### src/rtl/snake_pkg.sv
// Shared constants for the snake game display path: MSM state encoding,
// default colours and default screen geometry.
package snake_pkg;

  // Master state machine encoding as seen on the MSM_State bus.
  typedef enum logic [1:0] {
    IDLE = 2'b00,
    GAME = 2'b01,
    WIN  = 2'b10,
    LOSE = 2'b11
  } msm_state_e;

  // Default 12-bit RGB colours.
  localparam logic [11:0] COLOUR_BLUE  = 12'h00F;
  localparam logic [11:0] COLOUR_RED   = 12'hF00;
  localparam logic [11:0] COLOUR_BLACK = 12'h000;

  // Default 640x480 screen geometry.
  localparam int unsigned SCREEN_W        = 640;
  localparam int unsigned SCREEN_H        = 480;
  localparam int unsigned SCREEN_H_CENTRE = 320;
  localparam int unsigned SCREEN_V_CENTRE = 240;

endpackage

### src/rtl/frame_pattern_gen.sv
// Frame-rate counters for the colour compositor: WIN frame counter, LOSE
// flash counter/phase and the post-state-change blanking counter. All inputs
// are already stage-1 registered, so a tick and a state change presented in
// the same input cycle are seen here in the same cycle.
module frame_pattern_gen
  import snake_pkg::*;
#(
  parameter int unsigned FLASH_FRAMES = 30,
  parameter int unsigned BLANK_FRAMES = 8
) (
  input  logic       clk_i,
  input  logic       rst_ni,
  input  logic       tick_i,
  input  msm_state_e state_i,
  input  logic       state_change_i,
  output logic [7:0] fc_hi_o,
  output logic       flash_phase_o,
  output logic       blank_active_o
);

  localparam int unsigned FW = (FLASH_FRAMES > 1) ? $clog2(FLASH_FRAMES) : 1;
  localparam int unsigned BW = (BLANK_FRAMES > 0) ? $clog2(BLANK_FRAMES + 1) : 1;
  localparam logic [FW-1:0] FLASH_LAST = FW'(FLASH_FRAMES - 1);
  localparam logic [BW-1:0] BLANK_LOAD = BW'(BLANK_FRAMES);

  logic [15:0]   fc_q, fc_d;
  logic [FW-1:0] flash_cnt_q, flash_cnt_d;
  logic          flash_phase_q, flash_phase_d;
  logic [BW-1:0] blank_q, blank_d;
  logic          enter_win_s, enter_lose_s;

  assign enter_win_s  = state_change_i && (state_i == WIN);
  assign enter_lose_s = state_change_i && (state_i == LOSE);

  // WIN frame counter: cleared on entry to WIN, counts ticks while in WIN.
  always_comb begin
    fc_d = fc_q;
    if (enter_win_s) begin
      fc_d = 16'h0000;
    end else if (tick_i && (state_i == WIN)) begin
      fc_d = fc_q + 16'd1;
    end else begin
      fc_d = fc_q;
    end
  end

  // LOSE flash: restart red on entry, toggle phase every FLASH_FRAMES ticks.
  always_comb begin
    flash_cnt_d   = flash_cnt_q;
    flash_phase_d = flash_phase_q;
    if (enter_lose_s) begin
      flash_cnt_d   = '0;
      flash_phase_d = 1'b1;
    end else if (tick_i && (state_i == LOSE)) begin
      if (flash_cnt_q == FLASH_LAST) begin
        flash_cnt_d   = '0;
        flash_phase_d = ~flash_phase_q;
      end else begin
        flash_cnt_d   = flash_cnt_q + FW'(1);
        flash_phase_d = flash_phase_q;
      end
    end else begin
      flash_cnt_d   = flash_cnt_q;
      flash_phase_d = flash_phase_q;
    end
  end

  // Blank counter: full reload on any state change (reload beats a tick).
  always_comb begin
    blank_d = blank_q;
    if (state_change_i) begin
      blank_d = BLANK_LOAD;
    end else if (tick_i && (blank_q != '0)) begin
      blank_d = blank_q - BW'(1);
    end else begin
      blank_d = blank_q;
    end
  end

  // Counter state registers.
  always_ff @(posedge clk_i or negedge rst_ni) begin
    if (!rst_ni) begin
      fc_q          <= 16'h0000;
      flash_cnt_q   <= '0;
      flash_phase_q <= 1'b0;
      blank_q       <= '0;
    end else begin
      fc_q          <= fc_d;
      flash_cnt_q   <= flash_cnt_d;
      flash_phase_q <= flash_phase_d;
      blank_q       <= blank_d;
    end
  end

  // On the change cycle itself the registers still hold old values, so the
  // entry values are forwarded so the very first pixel of a new state is right.
  assign fc_hi_o        = enter_win_s ? 8'h00 : fc_q[15:8];
  assign flash_phase_o  = enter_lose_s ? 1'b1 : flash_phase_q;
  assign blank_active_o = (blank_q != '0) || (state_change_i && (BLANK_LOAD != '0));

endmodule

### src/rtl/colour_compositor.sv
// Final colour output stage between the snake renderer and the VGA block.
// Two-stage pipeline: stage 1 registers the pixel inputs, stage 2 selects the
// colour from the MSM state and registers it with an aligned valid.
module colour_compositor
  import snake_pkg::*;
#(
  parameter int unsigned     CW           = 12,
  parameter int unsigned     XW           = 10,
  parameter int unsigned     YW           = 9,
  parameter int unsigned     H_CENTRE     = SCREEN_H_CENTRE,
  parameter int unsigned     V_CENTRE     = SCREEN_V_CENTRE,
  parameter logic [CW-1:0]   IDLE_COLOUR  = COLOUR_BLUE,
  parameter logic [CW-1:0]   LOSE_COLOUR  = COLOUR_RED,
  parameter int unsigned     FLASH_FRAMES = 30,
  parameter int unsigned     BLANK_FRAMES = 8
) (
  input  logic                 CLK,
  input  logic                 RESETN,
  input  logic [CW-1:0]        COLOUR_IN,
  input  logic [XW+YW-1:0]     ADDR,
  input  logic                 PIXEL_VALID,
  input  logic                 FRAME_TICK,
  input  logic [1:0]           MSM_State,
  output logic [CW-1:0]        COLOUR_OUT,
  output logic                 COLOUR_VALID
);

  localparam int unsigned AW = XW + YW;
  localparam int unsigned DW = ((XW > YW) ? XW : YW) + 1;
  localparam int unsigned SW = (CW > DW + 2) ? CW : DW + 2;
  localparam logic [DW-1:0] HC = DW'(H_CENTRE);
  localparam logic [DW-1:0] VC = DW'(V_CENTRE);

  // Stage 1 registers.
  logic [AW-1:0] addr_q;
  logic [CW-1:0] colour_in_q;
  logic          valid_q;
  logic          tick_q;
  msm_state_e    state_q;
  msm_state_e    prev_state_q;

  // Stage 2 registers.
  logic [CW-1:0] colour_out_q, colour_out_d;
  logic          colour_valid_q;

  // Stage 1 combinational results.
  logic [DW-1:0] x_s, y_s, dx_s, dy_s;
  logic [SW-1:0] sum_s;
  logic [CW-1:0] pattern_s;
  logic          state_change_s;
  logic [7:0]    fc_hi_s;
  logic          flash_phase_s;
  logic          blank_active_s;

  // Stage 1: capture the pixel and state; previous state starts at IDLE so
  // coming out of reset in IDLE does not blank the screen.
  always_ff @(posedge CLK or negedge RESETN) begin
    if (!RESETN) begin
      addr_q       <= '0;
      colour_in_q  <= '0;
      valid_q      <= 1'b0;
      tick_q       <= 1'b0;
      state_q      <= IDLE;
      prev_state_q <= IDLE;
    end else begin
      addr_q       <= ADDR;
      colour_in_q  <= COLOUR_IN;
      valid_q      <= PIXEL_VALID;
      tick_q       <= FRAME_TICK;
      state_q      <= msm_state_e'(MSM_State);
      prev_state_q <= state_q;
    end
  end

  assign state_change_s = (state_q != prev_state_q);

  assign x_s  = DW'(addr_q[AW-1:YW]);
  assign y_s  = DW'(addr_q[YW-1:0]);
  assign dx_s = (x_s >= HC) ? (x_s - HC) : (HC - x_s);
  assign dy_s = (y_s >= VC) ? (y_s - VC) : (VC - y_s);

  // WIN pattern: radial bands drifting with the frame count, wrapping at CW bits.
  assign sum_s     = SW'(fc_hi_s) + SW'(dx_s) + SW'(dy_s);
  assign pattern_s = sum_s[CW-1:0];

  frame_pattern_gen #(
    .FLASH_FRAMES (FLASH_FRAMES),
    .BLANK_FRAMES (BLANK_FRAMES)
  ) u_frame_pattern_gen (
    .clk_i          (CLK),
    .rst_ni         (RESETN),
    .tick_i         (tick_q),
    .state_i        (state_q),
    .state_change_i (state_change_s),
    .fc_hi_o        (fc_hi_s),
    .flash_phase_o  (flash_phase_s),
    .blank_active_o (blank_active_s)
  );

  // Stage 2 colour select: invisible pixels and blanking force black first.
  always_comb begin
    colour_out_d = '0;
    if (!valid_q) begin
      colour_out_d = '0;
    end else if (blank_active_s) begin
      colour_out_d = '0;
    end else begin
      case (state_q)
        IDLE:    colour_out_d = IDLE_COLOUR;
        GAME:    colour_out_d = colour_in_q;
        WIN:     colour_out_d = pattern_s;
        LOSE:    colour_out_d = flash_phase_s ? LOSE_COLOUR : '0;
        default: colour_out_d = '0;
      endcase
    end
  end

  // Stage 2 output registers.
  always_ff @(posedge CLK or negedge RESETN) begin
    if (!RESETN) begin
      colour_out_q   <= '0;
      colour_valid_q <= 1'b0;
    end else begin
      colour_out_q   <= colour_out_d;
      colour_valid_q <= valid_q;
    end
  end

  assign COLOUR_OUT   = colour_out_q;
  assign COLOUR_VALID = colour_valid_q;

endmodule

### config.mk
export PLATFORM = sky130hd
export DESIGN_NAME = colour_compositor
export DESIGN_NICKNAME = d
export VERILOG_FILES = /design/src/rtl/snake_pkg.sv /design/src/rtl/frame_pattern_gen.sv /design/src/rtl/colour_compositor.sv
export SDC_FILE = /design/constraint.sdc
export NUM_CORES = 1
export LEC_CHECK = 0
export ABC_CLOCK_PERIOD_IN_PS = 5400
export BUFFER_PORTS_ARGS = -buffer_cell sky130_fd_sc_hd__buf_4
export CAP_MARGIN = 20
export CORE_MARGIN = 3
export CORE_UTILIZATION = 51
export CTS_BUF_LIST = sky130_fd_sc_hd__clkbuf_16
export CTS_CLUSTER_DIAMETER = 50
export CTS_CLUSTER_SIZE = 24
export DETAILED_ROUTE_END_ITERATION = 10
export PLACE_DENSITY = 0.69
export SLEW_MARGIN = 20
export SYNTH_ARGS = -nofsm -noshare
export SYNTH_HDL_FRONTEND = slang
export SYNTH_HIERARCHICAL = 1
export SYNTH_SLANG_ARGS = --single-unit
### constraint.sdc
create_clock -name CLK -period 5.4 [get_ports CLK]
set_clock_uncertainty 0.2 [all_clocks]
set_input_delay 0.81 -clock CLK [delete_from_list [all_inputs] [get_ports CLK]]
set_output_delay 0.81 -clock CLK [all_outputs]
set_load 0.005 [all_outputs]
After elaboration in Yosys (flattened, before gate mapping) --
Index checks and enable logic that the tools add are counted.
Operators by class: add/subtract/negate cells 9, eq/ne operators 5, muxes and demuxes 18, magnitude comparators 2, reductions and logical operators 13, bitwise gates (word level) 1
Operator list (number):
- $pmux W12 S4 | 1
- $mux W12 | 3
- $mux W16 | 2
- $mux W11 | 2
- $add A16 B1 Y16 const B | 1
- $mux W5 | 3
- $add A12 B11 Y12 | 1
- $add A8 B11 Y12 | 1
- $sub A10 B9 Y11 const B | 1
- $sub A9 B10 Y11 const A | 1
- $ge A10 B9 Y1 const B | 1
- $sub A8 B9 Y10 const A | 1
- $sub A9 B8 Y10 const B | 1
- $ge A9 B8 Y1 const B | 1
- $mux W4 | 2
- $mux W8 | 1
- $reduce_bool A2 Y1 | 4
- $add A5 B1 Y5 const B | 1
- $eq A5 B5 Y1 const B | 1
- $logic_and A1 B1 Y1 | 5
- $eq A2 B2 Y1 const B | 2
- $mux W1 | 4
- $reduce_bool A4 Y1 | 1
- $sub A4 B1 Y4 const B | 1
- 6 further kinds | 6
Storage, ports and cells: word-level logic and storage cells 60, input bits 37, bits in registers 76, output and inout bits 13

Longest topological paths before layout --
Gate-level depths: netlist of run 1.
depth after elaboration 8, gate-level depth with buffers 16

Cells and area by module --
Netlist of run 1, hierarchy kept.
By module, submodules not included:
- colour_compositor | cells an instance 260, area each 2732.6 µm², times used 1
- frame_pattern_gen | cells an instance 158, area each 1452.6 µm², times used 1

Least setup slack after synthesis of run 1 --
OpenSTA, ideal clock, no wires.
path type flip-flop to flip-flop, start point reg addr_q[9], end point reg colour_out_q[11], in the netlist COLOUR_OUT[11], required time 5.071 ns, path buffers 0, slack 1.743 ns, cell stages (with the launch flop) 15, arrival 3.329 ns, library setup time 0.129 ns, period minus slack after synthesis 3.657 ns, cell sequence dfrtp_1 > inv_1 > ha_1 > a311o_2 > a21oi_4 > mux2i_1 > fa_1 > inv_1 > ha_1 > fa_1 > a21o_1 > a31oi_1 > o31ai_1 > xnor2_1 > o22ai_1
Between the ends: longest elaborated chain between the ends 7, elaborated cells on any way between the ends 9, those cells by class add/sub (4); order compare (1); mux (4)
Ends and longest elaborated chain:
- start: declaration | line colour_compositor.sv:35 | logic [AW-1:0] addr_q;
- start signal: assignment | line colour_compositor.sv:59 | addr_q <= '0;
- start signal: assignment | line colour_compositor.sv:66 | addr_q <= ADDR;
- $sub A9 B10 Y11 (tied with other cells) | line colour_compositor.sv:79 | assign dx_s = (x_s >= HC) ? (x_s - HC) : (HC - x_s);
- $mux W11 * | line colour_compositor.sv:79
- $add A8 B11 Y12 * | line colour_compositor.sv:83 | assign sum_s = SW'(fc_hi_s) + SW'(dx_s) + SW'(dy_s);
- $add A12 B11 Y12 * | line colour_compositor.sv:83
- $pmux W12 S4 * | line colour_compositor.sv:108 | case (state_q)
- $mux W12 * | line colour_compositor.sv:105 | end else if (blank_active_s) begin
- $mux W12 * | line colour_compositor.sv:103 | if (!valid_q) begin
- via colour_out_d[11] | line colour_compositor.sv:43 | logic [CW-1:0] colour_out_q, colour_out_d;
- end signal: assignment | line colour_compositor.sv:124 | colour_out_q <= colour_out_d;
- end: declaration | line colour_compositor.sv:43
Mark *: on every way through the listed nets, which the timed path passes. The rest lies on a longest branch. A chain may end at the register's enable or synchronous reset.

Final worst setup path of run 1 --
start point reg state_q[1], end point reg colour_out_q[11], in the netlist COLOUR_OUT[11]
Between the ends: longest elaborated chain between the ends 8, elaborated cells on any way between the ends 16, those cells by class add/sub (2); eq/ne (4); mux (6); reduce/logical (4)
Ends and longest elaborated chain:
- start: declaration | line colour_compositor.sv:39 | msm_state_e state_q;
- start signal: assignment | line colour_compositor.sv:70 | state_q <= msm_state_e'(MSM_State);
- $ne A2 B2 Y1 | line colour_compositor.sv:75 | assign state_change_s = (state_q != prev_state_q);
- via state_change_s | line colour_compositor.sv:50 | logic state_change_s;
- $logic_and A1 B1 Y1 | line frame_pattern_gen.sv:32 | assign enter_win_s = state_change_i && (state_i == WIN);
- $mux W8 | line frame_pattern_gen.sv:97 | assign fc_hi_o = enter_win_s ? 8'h00 : fc_q[15:8];
- via fc_hi_s[1] | line colour_compositor.sv:51 | logic [7:0] fc_hi_s;
- $add A8 B11 Y12 | line colour_compositor.sv:83
- $add A12 B11 Y12 | line colour_compositor.sv:83
- $pmux W12 S4 | line colour_compositor.sv:108
- $mux W12 | line colour_compositor.sv:105
- $mux W12 | line colour_compositor.sv:103
- via colour_out_d[11] | line colour_compositor.sv:43
The timed path passes the listed nets, and every way through them passes these cells.

==> results.toml, run 1 <==
[synth]
synth_fa_ha_area_share_pct = 11.8
synth_compound_area_share_pct = 12.5
synthSimpleGateAreaFrac_pct = 16.0
synth_top_family_by_area = "simple AND/OR/NAND/NOR gates"
yosysWarnings = 6
synth_fp_nets = 489
synth_cell_types = 50
netlist.area_leader.share_pct = 45.4
synthArstFlopShare_pct = 100
ys_seq_area_share_pct = 45.4
synth_xor_area_share_pct = 6.70
synthMuxAreaShare_pct = 3.14
synth.most_common_cell = "dfrtp_1"
ys_ff_latch = 76
synth_ff_type = "dfrtp_1"
synth_area_per_cell_um2 = 10.0
synth_common_cells = "dfrtp_1 (76), inv_1 (39), nand2_1 (33)"
synthesis.instances = 418
yosysTopAreaCell = "dfrtp_1"
syn-cell-area_um2 = 4190
synthTopCellsByArea = "dfrtp_1 (45%), ha_1 (7.5%), fa_1 (4.3%), a21oi_1 (3.7%), xnor2_1 (3.6%)"
synth_edf_count = 0

[worst_setup_path]
rr_startpoint = "state_q[1]"
rrSetupSlack_ps = 1190
ff2ff_path_depth = 14
worstSetupEndpointType = "flop"
rr_endpoint = "COLOUR_OUT[11]"
path_max_fanout = 18
worst-setup-path-type = "reg2reg"
start_kind = "flop"
critPathRequiredTime_ps = 5400
arrival_ps = 4220

[detailed_routing]
ant_nets = 0
wl_per_cell_um = 14.3
vias_per_cell = 5.34
drc = 0
drtPass1Iterations = 5
drt_iter0_markers = 133
finalWirelength_um = 8200
vias = 3073

[sta]
min_period_ps = 4210
drv_slew = 0
worst_pin_slew_ps = 936
finalCritPeriodShare_pct = 78.0
clock.fmax_mhz = 237
setup_viol = 0
setup_tns_ps = 0
rsz0062_at_grt = "false"
finalHoldViolCount = 0
max_slew_margin_pct = 37.6

[min_path]
hold_start = "valid_q"
hold-path-endpoint = "COLOUR_VALID"
min_path_cells = 0
min_path_type = "reg2reg"

[clock_network]
cts_tree = "done"
clockRootBuffer = "clkbuf_16"
clock_latency_ps = 330
cts_resized = 0
clock_sinks = 76
numCtsBuffers = 9
htree_levels = 3
hold_buffers = 0
clockBufferDepth = 2
path_clk_slew_ps = 60
post_cts_buffers = 0

[finish]
stdcell_area_um2 = 4920
diodes = 0
postLayoutCoreUtil_pct = 62.7
nets = 540
fillers = 666
final-instance-count-excl-fill = 575
layout-drive-gt1-share_pct = 16.7
area_delta_synth_final_pct = 17.6

[grt]
gr-total-overflow = 0
grt_usage_pct = 18.9
antenna_found_initial = 0
grt_pass1_vias = 2967
grt_start_max_net_pins = 77
grt_pass1_wl_um = 13400

[die]
start_util_pct = 53.3
die-area_um2 = 9330
ios = 50
die_h_um = 96.6
coreArea_um2 = 7850
row_count = 32
die_x_um = 96.6

[status]
status = "completed"

[power_and_ir_drop]
peakVddDrop_v = 0.000258
power_uw = 1490
p_per_area_nw_per_um2 = 303
leakage_uw = 0.00232

[placement]
port_buffers = 49
placed_cell_area_um2 = 4640
dpl.hpwl_um = 6060
dp_cells = 560
gp_congestion = 0.875

[flow_run]
maxCapViolCount = 0
==> critical path, stage by stage, from the launching register on <==
cell and delay (ps):
dfrtp_1 790, xnor2_1 190, nand2_1 320, nand2_1 290
and2_1 150, inv_1 50, fa_1 520, inv_1 40
ha_1 220, fa_1 430, a21o_1 210, a31oi_1 290
o31ai_1 150, xnor2_1 140, o22ai_1 90
==> worst max path at each step <==
stage	start	end	slack [ps]	cells past startpoint
global placement	state_q[1]	COLOUR_OUT[11]	1370	14
finish	state_q[1]	COLOUR_OUT[11]	1190	14
detailed placement	state_q[1]	COLOUR_OUT[11]	1210	14
floorplan	addr_q[9]	COLOUR_OUT[11]	1740	14
global route	state_q[1]	COLOUR_OUT[11]	860	14
CTS	state_q[1]	COLOUR_OUT[11]	1190	14
==> cells by family after synthesis <==
group | after synthesis
simple gates | 133
compound gates | 83
flops | 76
buf+inv | 48
fa+ha+maj | 34
xor+xnor | 32
mux | 12
==> report_power, final <==
| group | internal (uW) | switching [uW] |
|---|---|---|
| sequential | 605 | 40.1 |
| clock | 351 | 221 |
| combinational | 125 | 151 |
| total | 1080 | 412 |
==> layer usage <==
layer	vias up	track usage [%]	wire [um]
met3	8	4.88	368
met4	0	5.02	85
met2	68	31.4	4050
li1	1533	-	-
met1	1464	24.6	3690
met5	-	0	0
==> metrics by stage <==
| stage | hold slack [ps] | worst slack [ps] |
|---|---|---|
| after global placement | 221 | 1370 |
| after detailed placement | 231 | 1210 |
| final | 235 | 1190 |
| after CTS | 239 | 1190 |
| after floorplan | 168 | 1740 |
| after global routing | 254 | 856 |
==> registers in the layout, summed over array words and instances (netlist names), 2 cells and up <==
name	cells
colour_in_q	12
u_frame_pattern_gen/fc_q	16
state_q	2
u_frame_pattern_gen/blank_q	4
u_frame_pattern_gen/flash_cnt_q	5
prev_state_q	2
addr_q	19
COLOUR_OUT	12
==> cell type report <==
type / instances / area (um2) / area share, %
Clock buffer: 9 / 225 / 4.58
Clock inverter: 6 / 56.3 / 1.14
Timing Repair Buffer: 49 / 368 / 7.47
Inverter: 39 / 146 / 2.97
Sequential cell: 76 / 1900 / 38.6
Tap cell: 102 / 128 / 2.59
Multi-Input combinational cell: 294 / 2100 / 42.6
==> placed cells by master (no fill, tap or decap), drive strengths merged, types with 10 or more instances in the layout <==
cell    n
a21oi  32
and2   10
buf    49
dfrtp  76
ha     25
inv    39
nand2  33
nand3  16
nor2   29
nor3   12
o21ai  14
xnor2  17
xor2   15
(Power assumes the default switching activity.)
==> run 2, diff against run 1 <==
--- a/config.mk
+++ b/config.mk
@@ -5,7 +5,8 @@
 export SDC_FILE = /design/constraint.sdc
 export NUM_CORES = 1
 export LEC_CHECK = 0
-export ABC_CLOCK_PERIOD_IN_PS = 5400
+export ABC_AREA = 1
+export ABC_CLOCK_PERIOD_IN_PS = 3350
 export BUFFER_PORTS_ARGS = -buffer_cell sky130_fd_sc_hd__buf_4
 export CAP_MARGIN = 20
 export CORE_MARGIN = 3
@@ -14,7 +15,7 @@
 export CTS_CLUSTER_DIAMETER = 50
 export CTS_CLUSTER_SIZE = 24
 export DETAILED_ROUTE_END_ITERATION = 10
-export PLACE_DENSITY = 0.69
+export PLACE_DENSITY = 0.72
 export SLEW_MARGIN = 20
 export SYNTH_ARGS = -nofsm -noshare
 export SYNTH_HDL_FRONTEND = slang
==> constraint.sdc (replaced) <==
create_clock -name CLK -period 3.35 [get_ports CLK]
set_clock_uncertainty 0.2 [all_clocks]
set_input_delay 0.5025 -clock CLK [delete_from_list [all_inputs] [get_ports CLK]]
set_output_delay 0.5025 -clock CLK [all_outputs]
set_load 0.005 [all_outputs]
==> run 2 against run 1 <==
  * The run now ends with negative setup slack left
  * Sequential power rose by 57%
  * Fmax increased by 25%
  * Clock power is 60% higher
  * Sequential cell count unchanged
  * Largest power group unchanged
  * Synthesized area is 6.9% higher
  * Wire length increased by 23%
  * Synthesized cell count is 34% higher
  * Die area rose by 6.5%
  * Critical path type unchanged
  * Highest routed layer unchanged
  * Power grew 79%
==> results.toml, run 2 <==
[sta]
max_slew_margin_pct = 37.8
drv_slew = 0
finalCritPeriodShare_pct = 101
min_period_ps = 3380
setup_tns_ps = -66.2
finalHoldViolCount = 0
rsz0062_at_grt = "true"
fin_ws_ps = -30.8
worst_pin_slew_ps = 933
setup_viol = 3
clock.fmax_mhz = 296
worst_hold_slack_ps = 76.3

[power_and_ir_drop]
pwr-share-seq_pct = 38.1
p_per_area_nw_per_um2 = 461
p_sw_uw = 851
peakVddDrop_v = 0.000308
internal-power_uw = 1810
switching_share_pct = 31.9
p_comb_share_pct = 27.6
clkPwrFrac_pct = 34.3
leakage_uw = 0.00298

[synth]
synth_common_cells = "nand2_1 (135), inv_1 (100), dfrtp_1 (76)"
yosysTopAreaCell = "dfrtp_1"
synthArstFlopShare_pct = 100
synth_area_per_cell_um2 = 7.98
synth_xor_area_share_pct = 2.94
syn-cell-area_um2 = 4480
synth_edf_count = 0
yosysWarnings = 6
ys_ff_latch = 76
synthesis.instances = 561
synth_compound_area_share_pct = 7.97
synth_fa_ha_area_share_pct = 11.0
synth_fp_nets = 632
synthTopCellsByArea = "dfrtp_1 (42%), nand2_1 (11%), inv_1 (8.4%), ha_1 (7.0%), nor2_1 (4.4%)"
netlist.area_leader.share_pct = 42.5
ys_seq_area_share_pct = 42.5
synth.most_common_cell = "nand2_1"
synth_top_family_by_area = "simple AND/OR/NAND/NOR gates"
synthMuxAreaShare_pct = 0.224
synth_ff_type = "dfrtp_1"
synth_cell_types = 33
synthSimpleGateAreaFrac_pct = 26.1

[detailed_routing]
drtPass1Iterations = 4
finalWirelength_um = 10100
drc = 0
vias_per_cell = 5.03
wl_per_cell_um = 13.3
ant_nets = 0
drt_iter0_markers = 108
vias = 3826

[worst_setup_path]
worst-setup-path-type = "reg2reg"
worstSetupEndpointType = "flop"
rr_startpoint = "addr_q[9]"
rr_endpoint = "COLOUR_OUT[9]"
path_max_fanout = 5
arrival_ps = 3430
critPathRequiredTime_ps = 3400
rrSetupSlack_ps = -30
ff2ff_path_depth = 22
startpoint = "addr_q[9]"
start_kind = "flop"

[grt]
grt_usage_pct = 21.1
grt_start_max_net_pins = 77
grt_pass1_vias = 3856
antenna_found_initial = 0
gr-total-overflow = 0
grt_pass1_wl_um = 16900

[finish]
final_common_cell = "nand2_1"
nets = 722
regMostFlops = "addr_q"
reg_top3 = "addr_q: 19 flops, u_frame_pattern_gen/fc_q: 16 flops"
largest_reg_flops = 19
area_delta_synth_final_pct = 29.2
final-instance-count-excl-fill = 761
layout-drive-gt1-share_pct = 29.3
diodes = 0
postLayoutCoreUtil_pct = 69.0
mostFrequentLayoutCells = "nand2_1 (115), inv_1 (92), buf_4 (79)"

[min_path]
hold_start = "PIXEL_VALID"
min_path_cells = 1
min_path_type = "in2reg"
hold-path-endpoint = "valid_q"

[die]
die_h_um = 99.7
die-area_um2 = 9940
ios = 50
die_x_um = 99.7
row_count = 33
start_util_pct = 53.4
coreArea_um2 = 8380

[clock_network]
clock_sinks = 76
clockRootBuffer = "clkbuf_16"
htree_levels = 3
path_clk_slew_ps = 60
numCtsBuffers = 9
cts_tree = "done"
clock_latency_ps = 330
clockBufferDepth = 2
hold_buffers = 0

[status]
failed_checks = "negative setup slack"
status = "complete, but fails checks"

[placement]
dp_cells = 737
port_buffers = 49
gp_congestion = 0.875
dpl.hpwl_um = 7040

[flow_run]
maxCapViolCount = 0
-- run 2: cell count changes in the layout (fill, tap and decap cells not counted), sizes merged, moves of 7 or more --
cell,previous run,this run
nor3,12,4
inv,39,110
nand3,16,38
xnor2,17,5
buf,49,80
o21ai,14,28
nor2,29,63
nand2,33,140
o31ai,8,1
and2,10,1
-- run 2: layer usage --
metal / share of wire, % / vias up / track usage [%]
li1: - / 1936 / -
met1: 42 / 1809 / 26.2
met2: 53 / 64 / 36.7
met3: 3.6 / 17 / 4.70
met4: 1.9 / 0 / 6.41
met5: 0 / - / 0
-- run 2: area by class of cell --
cell class,count,area [um2]
tap,105,131
fill,646,2600
clock buffer,9,225
timing repair buffer,80,604
clock inverter,7,57.6
multi-input combinational,378,2460
inverter,106,400
sequential,76,1900
-- run 2: worst max path at each step --
stage	to	cells after the start
floorplan	COLOUR_OUT[5]	17
global placement	COLOUR_OUT[5]	17
detailed placement	COLOUR_OUT[5]	17
CTS	COLOUR_OUT[9]	19
global route	COLOUR_OUT[8]	22
finish	COLOUR_OUT[9]	22
-- run 2: power by group through the flow --
| stage | sequential (uW) | combinational [uW] | clock [uW] |
|---|---|---|---|
| final | 1010 | 736 | 915 |
| after global routing | 1020 | 822 | 982 |
| after CTS | 1010 | 600 | 940 |
| after detailed placement | 1030 | 562 | 0 |
| after global placement | 1030 | 550 | 0 |
| after floorplan | 1020 | 376 | 0 |
-- run 2: kinds of logic after synthesis --
group,Yosys count
AOI/OAI and AO/OA,66
and+or+nand+nor,261
muxes,1
buffers and inverters,108
xor gates and xnor gates,15
adders and majority gates,34
DFF,76
-- run 2: per-stage QoR --
stage | instance area, um2 | power [uW] | worst slack, ps
2_1_floorplan | 4500 | 1400 | 5.29
3_3_place_gp | 5160 | 1580 | -70.2
3_5_place_dp | 5160 | 1590 | -167
4_1_cts | 5540 | 2550 | 10.7
5_1_grt | 5780 | 2830 | -221
6_report | 5780 | 2670 | -30.8
-- run 2: what timing repair did --
action,4_1_cts,5_1_grt
pin swaps,10,32
cloned,1,0
endpoints found under the setup margin,8,9
setup buffers,4,3
gates resized for setup,12,59
-- run 2: worst max-delay path: stages (launching register included) --
cell and delay, ps:
dfrtp_1 390, inv_2 80, ha_4 150, nand3_4 80, nor2_4 100, nand2_2 80, o21ai_4 270, inv_4 70
nand2_2 80, nand2_2 50, nand2_2 60, inv_2 40, fa_1 550, inv_2 50, ha_4 280, buf_4 100
nand2_2 40, nand3_2 50, and2_4 170, nand2_4 50, nand3b_1 90, nand3_2 90, a21oi_2 170
